<file path="config.mk">
export PLATFORM = sky130hd
export DESIGN_NAME = spi_cfg_master_flat
export DESIGN_NICKNAME = d
export VERILOG_FILES = /design/src/rtl/spi_cfg_master_if.sv /design/src/rtl/spi_cfg_master.sv /design/src/flat_wrapper.sv
export SDC_FILE = /design/constraint.sdc
export NUM_CORES = 1
export LEC_CHECK = 0
export ABC_AREA = 1
export CAP_MARGIN = 20
export CORE_ASPECT_RATIO = 0.9
export CORE_MARGIN = 5
export CORE_UTILIZATION = 39
export DETAILED_ROUTE_END_ITERATION = 12
export SYNTH_ARGS = -nofsm -noshare
export SYNTH_HDL_FRONTEND = slang
export SYNTH_SLANG_ARGS = --single-unit
</file>
<file path="constraint.sdc">
create_clock -name clk -period 5.8 [get_ports clk]
set_input_delay 0.58 -clock clk [delete_from_list [all_inputs] [get_ports clk]]
set_output_delay 0.58 -clock clk [all_outputs]
set_load 0.02 [all_outputs]
</file>
<file path="src/rtl/spi_cfg_master_if.sv">
// Request/status bundle between on-chip requesters and the SPI configuration master.
// The master modport is the requester side; the slave modport is the SPI master block.
interface spi_cfg_master_if;
    logic [1:0] req_valid;
    logic [6:0] req_addr0;
    logic [7:0] req_data0;
    logic [6:0] req_addr1;
    logic [7:0] req_data1;
    logic [1:0] req_ready;
    logic       busy;
    logic       done;
    logic       done_id;

    modport master (
        output req_valid, req_addr0, req_data0, req_addr1, req_data1,
        input  req_ready, busy, done, done_id
    );

    modport slave (
        input  req_valid, req_addr0, req_data0, req_addr1, req_data1,
        output req_ready, busy, done, done_id
    );
endinterface

</file>
<file path="src/rtl/spi_cfg_master.sv">
// SPI mode-0 host: arbitrates two register-write requesters round-robin and sends each
// accepted request as one 16-bit write frame {1, addr[6:0], data[7:0]}, MSB first.
module spi_cfg_master #(
    parameter int CLK_DIV  = 4,
    parameter int GAP_MULT = 2
) (
    input  logic             clk,
    input  logic             rst_n,
    spi_cfg_master_if.slave  req,
    output logic             sclk,
    output logic             ncs,
    output logic             copi
);

    typedef enum logic [1:0] {IDLE, SETUP, SHIFT, GAP} state_t;

    localparam logic [7:0] HALF_LAST = 8'(CLK_DIV - 1);
    localparam logic [4:0] GAP_LAST  = 5'(GAP_MULT - 1);

    state_t      state, state_nx;
    logic [7:0]  hcnt;
    logic [4:0]  bcnt;
    logic        ph;
    logic        rr_ptr;
    logic        id;
    logic [15:0] sr;
    logic        any_req, gnt, half_end;
    logic [1:0]  ready_nx;
    logic        busy_nx, done_nx, ncs_nx, sclk_nx, copi_nx;

    assign any_req  = |req.req_valid;
    assign half_end = (hcnt == HALF_LAST);

    always_comb begin
        gnt = rr_ptr;
        if (req.req_valid == 2'b01)
            gnt = 1'b0;
        else if (req.req_valid == 2'b10)
            gnt = 1'b1;
    end

    always_ff @(posedge clk or negedge rst_n) begin
        if (!rst_n)
            state <= IDLE;
        else
            state <= state_nx;
    end

    always_comb begin
        state_nx = state;
        case (state)
            IDLE:  if (any_req) state_nx = SETUP;
            SETUP: if (half_end) state_nx = SHIFT;
            SHIFT: if (half_end && ph && bcnt == 5'd15) state_nx = GAP;
            GAP:   if (half_end && bcnt == GAP_LAST) state_nx = IDLE;
            default: state_nx = IDLE;
        endcase
    end

    // ph=0 is the sclk-high half of a bit, ph=1 the low half; in GAP bcnt counts D-cycle units
    always_ff @(posedge clk or negedge rst_n) begin
        if (!rst_n) begin
            hcnt   <= '0;
            bcnt   <= '0;
            ph     <= 1'b0;
            rr_ptr <= 1'b0;
            id     <= 1'b0;
        end else begin
            if (state == IDLE || state_nx != state) begin
                hcnt <= '0;
                bcnt <= '0;
                ph   <= 1'b0;
            end else if (half_end) begin
                hcnt <= '0;
                if (state == SHIFT) begin
                    ph <= ~ph;
                    if (ph)
                        bcnt <= bcnt + 5'd1;
                end else if (state == GAP) begin
                    bcnt <= bcnt + 5'd1;
                end
            end else begin
                hcnt <= hcnt + 8'd1;
            end
            if (state == IDLE && any_req) begin
                rr_ptr <= ~gnt;
                id     <= gnt;
            end
        end
    end

    // Frame shifts on the sclk falling edge so copi is stable around each rising edge
    always_ff @(posedge clk) begin
        if (state == IDLE && any_req)
            sr <= {1'b1, gnt ? req.req_addr1 : req.req_addr0,
                         gnt ? req.req_data1 : req.req_data0};
        else if (state == SHIFT && half_end && !ph)
            sr <= {sr[14:0], 1'b0};
    end

    always_comb begin
        ready_nx = 2'b00;
        if (state == IDLE && any_req)
            ready_nx = gnt ? 2'b10 : 2'b01;
        busy_nx = (state_nx != IDLE);
        done_nx = (state == GAP && hcnt == 8'd0 && bcnt == 5'd0);
        ncs_nx  = !(state == SETUP || state == SHIFT);
        sclk_nx = (state == SHIFT && !ph);
        copi_nx = (state == SETUP || state == SHIFT) ? sr[15] : 1'b0;
    end

    // Every pin is a flop copy of the decoded state, so all durations carry through intact
    always_ff @(posedge clk or negedge rst_n) begin
        if (!rst_n) begin
            req.req_ready <= 2'b00;
            req.busy      <= 1'b0;
            req.done      <= 1'b0;
            ncs           <= 1'b1;
            sclk          <= 1'b0;
            copi          <= 1'b0;
        end else begin
            req.req_ready <= ready_nx;
            req.busy      <= busy_nx;
            req.done      <= done_nx;
            ncs           <= ncs_nx;
            sclk          <= sclk_nx;
            copi          <= copi_nx;
        end
    end

    assign req.done_id = id;

endmodule

</file>
<file path="src/flat_wrapper.sv">
// flat-port wrapper written by rule: the top's interface ports become plain ports
module spi_cfg_master_flat 
#(
    parameter int CLK_DIV  = 4,
    parameter int GAP_MULT = 2
)
  (clk, rst_n, sclk, ncs, copi, req_req_valid, req_req_addr0, req_req_data0, req_req_addr1, req_req_data1, req_req_ready, req_busy, req_done, req_done_id);
  spi_cfg_master_if req_i ();
  input  logic clk;
  input  logic rst_n;
  output logic sclk;
  output logic ncs;
  output logic copi;
  input wire logic [$bits(req_i.req_valid)-1:0] req_req_valid;
  input wire logic [$bits(req_i.req_addr0)-1:0] req_req_addr0;
  input wire logic [$bits(req_i.req_data0)-1:0] req_req_data0;
  input wire logic [$bits(req_i.req_addr1)-1:0] req_req_addr1;
  input wire logic [$bits(req_i.req_data1)-1:0] req_req_data1;
  output wire logic [$bits(req_i.req_ready)-1:0] req_req_ready;
  output wire logic [$bits(req_i.busy)-1:0] req_busy;
  output wire logic [$bits(req_i.done)-1:0] req_done;
  output wire logic [$bits(req_i.done_id)-1:0] req_done_id;
  assign req_i.req_valid = req_req_valid;
  assign req_i.req_addr0 = req_req_addr0;
  assign req_i.req_data0 = req_req_data0;
  assign req_i.req_addr1 = req_req_addr1;
  assign req_i.req_data1 = req_req_data1;
  assign req_req_ready = req_i.req_ready;
  assign req_busy = req_i.busy;
  assign req_done = req_i.done;
  assign req_done_id = req_i.done_id;
  spi_cfg_master #(.CLK_DIV(CLK_DIV), .GAP_MULT(GAP_MULT)) u_core (.clk(clk), .rst_n(rst_n), .req(req_i), .sclk(sclk), .ncs(ncs), .copi(copi));
endmodule
</file>
==> results.txt <==
outcome - finished clean
P&R area growth vs syn - 26.08%
Buf/Inv on CP - 3
TritonCTS clock tree - built
clk_lat worst skew - 0.29 ns
critical path type - register to register
Reg area - 1097 um^2
Logic pwr share - 0.058
mean number of vias per cell - 4.476
largest net degree at the start of global routing - 26
most frequent CP cell - inv_1
1st-pass router iterations - 4
Yosys reg bits - 41
Crit path depth - 8
Post-CTS Setup Bufs - 0
GR peak layer - met1
chip height - 79.96 um
Crit Path Max Fanout - 20
Setup Viol. Count Final - 0
I/O pin cnt - 42
detailed placer's ending HPWL - 3.144 mm
initial antenna violation count - 0
Worst Max-Slew Pin Slew - 0.9289 ns
Die X - 87.73 um
power per cell area - 189.8 nW/um^2
initial core utilization - 0.4036
hold path depth - 2
PostCTS Resize Cnt - 0
multi-input logic area - 889.6 um^2
fin crit share - 0.4378
dpl ws - 3.018 ns
ANT nets after route - 0
VDD IR max - 92.85 uV
synth unique cells - 28
Max Cap Violations - 0
highest-delay cell along the critical path - nor2_1
vias in the first global route - 1,538
share of cells above drive strength 1 - 0.1076
Post-Syn Instances - 243
met1 usage - 0.1903
CTS sink cnt - 41
Cell Int Power - 0.4042 mW
CTS Buf Count - 5
register area share after synthesis - 0.5174
Final min period - 2.539 ns
fillcell total - 511
clock power share - 0.351
Lkg Pwr - 1.201 nW
CTS max path bufs - 2
Arr. time, crit path - 2.69 ns
Die ar. - 7015 um^2
total gr overflow - 0
Ys Warns - 0
global-route usage over all layers - 0.1307
maximum clock rate - 393.8 MHz
Antenna Cells - 0
kind of end point of the critical path - register
clock skew - 0.006143 ns
port bufs - 41
Sw Share - 0.2035
global routing usage on met2 - 0.1807
Mapped Area - 2121 um^2
Worst-path clk slew - 0.08 ns
RSZ-0062 raised after global routing - no
root buffer cell - clkbuf_8
mean area per synthesized cell - 8.728 um^2
Pins Over Slew Limit - 0
row count - 25
CP Data Required Time - 5.95 ns
critical path's top delay family - simple AND/OR/NAND/NOR gates
Switching Power - 0.1033 mW
H-tree Lvls - 2
M3 GR Usage - 0.04025
Final Hold Fails - 0
Final Wtd Congestion - 0.7575
number of hold buffers added after CTS - 0
Residual DRC - 0
first-pass GRT wire length - 7.113 mm
setup ws final - 3.261 ns
Worst slew margin - 0.3784
via count - 1,589
Core Region - 5255 um^2
fin nets - 331
Worst path max stage delay - 0.80 ns
Hold WC Path Type - register to register
Worst setup SP type - register
Syn Nets - 287
Detailed Route WL - 4.150 mm
DRT iter0 DRCs - 72
Flop pwr share - 0.590
routed length per instance - 11.69 um
Setup TNS - 0 ns
R2R depth - 8
worst-path cell chain - inv_1 -> ha_1 -> inv_1 -> nor2_1 -> inv_1 -> nor2_1 -> nand2_1 -> nand3_1
-- cell type report --
type,instances,area share
clock inverter,1,0.001404
timing repair buffer,42,0.1563
inverter,28,0.03931
clock buffer,7,0.02854
tap,67,0.03135
multi-input combinational,169,0.3327
sequential,41,0.4104
-- tightest hold or removal path, cell delays in order, from the launching register on --
cell	delay (ns)
dfxtp_1	0.31
nand2_1	0.05
inv_1	0.03
-- metal layers --
| metal | wire length [um] | vias up |
|---|---|---|
| li1 | - | 852 |
| met4 | 45 | 0 |
| met5 | 0 | - |
| met1 | 2113 | 701 |
| met3 | 242 | 5 |
| met2 | 1748 | 31 |
-- state kept, by name, summed over array words and instances (netlist names) --
register	flops
u_core.req.done	1
u_core.req.busy	1
u_core.req.done_id	1
u_core.sclk	1
u_core.rr_ptr	1
u_core.ncs	1
u_core.req.req_ready	2
u_core.state	2
u_core.copi	1
u_core.hcnt	8
u_core.ph	1
u_core.bcnt	5
u_core.sr	16
-- cell usage in the layout, fill, tap and decap left out, types with 2 or more instances in the layout --
master and n:
nand2_1 69, clkdlybuf4s50_1 41, inv_1 28, dfrtp_1 24, nand3_1 23, nor2_1 19, edfxtp_1 15, nor2_2 13
ha_1 10, nand2_2 6, o21ai_0 6, xor2_1 6, clkbuf_8 5, nor3_1 3, a21oi_1 3, nand3_2 2
or2_2 2, clkbuf_1 2
-- power groups by stage --
stage               clock, mW  combinational, mW  sequential [mW]
floorplan                   0            0.00198            0.306
global placement            0             0.0305            0.306
detailed placement          0             0.0304            0.306
CTS                     0.186             0.0303            0.300
global route            0.198             0.0325            0.300
finish                  0.178             0.0297            0.300
-- logic make-up after synthesis --
kind of cell	after synthesis	synth area share
adders and majority gates	11	0.06372
xor gates and xnor gates	6	0.02478
buffers and inverters	33	0.06312
DFF	41	0.5174
AOI/OAI and AO/OA	12	0.03127
and+or+nand+nor	140	0.2997
-- final timing paths --
| kind | to | slack [ns] | startpoint |
|---|---|---|---|
| worst min register to register | u_core.copi$_DFF_PN0_ | 0.43 | u_core.sr[15]$_SDFFE_PP1P_ |
| max in group asynchronous | u_core.ncs$_DFF_PN1_ | 4.85 | rst_n |
| min in group asynchronous | u_core.state[0]$_DFF_PN0_ | 0.66 | rst_n |
| worst max-delay path | u_core.sr[14]$_DFFE_PP_ | 3.26 | u_core.state[0]$_DFF_PN0_ |
| worst min-delay path | u_core.copi$_DFF_PN0_ | 0.43 | u_core.sr[15]$_SDFFE_PP1P_ |
| worst max register to register | u_core.sr[14]$_DFFE_PP_ | 3.26 | u_core.state[0]$_DFF_PN0_ |
-- cell usage after synthesis --
cell	instances	area [um^2]
a21oi_1	3	15.01
a22o_1	1	8.760
and3_1	1	6.260
buf_1	1	3.750
buf_2	2	10.01
buf_6	1	11.26
clkbuf_1	1	3.750
dfrtp_1	24	600.6
dfstp_2	1	26.28
dfxtp_1	1	20.02
edfxtp_1	15	450.4
ha_1	10	125.1
inv_1	28	105.1
maj3_1	1	10.01
nand2_1	69	259.0
nand2_2	6	37.54
nand3_1	23	115.1
nand3_2	2	20.02
nand4_1	1	6.260
nor2_1	19	71.32
nor2_2	13	81.33
nor2_4	1	11.26
nor3_1	3	15.01
o21a_1	1	7.510
o21ai_0	6	30.03
o21ai_1	1	5.000
or2_2	2	12.51
xor2_1	6	52.55
-- stage by stage --
step	util	instance area (um^2)	power, mW	cells	hold WS [ns]
after floorplan	-	2121	0.3081	243	0.2844
after global placement	0.4936	2594	0.3364	347	0.4158
after detailed placement	0.4936	2594	0.3361	347	0.4208
after CTS	0.5088	2674	0.5160	355	0.4393
after global routing	0.5088	2674	0.5298	355	0.4624
final	0.5088	2674	0.5075	355	0.4336
(Power assumes the default switching activity.)
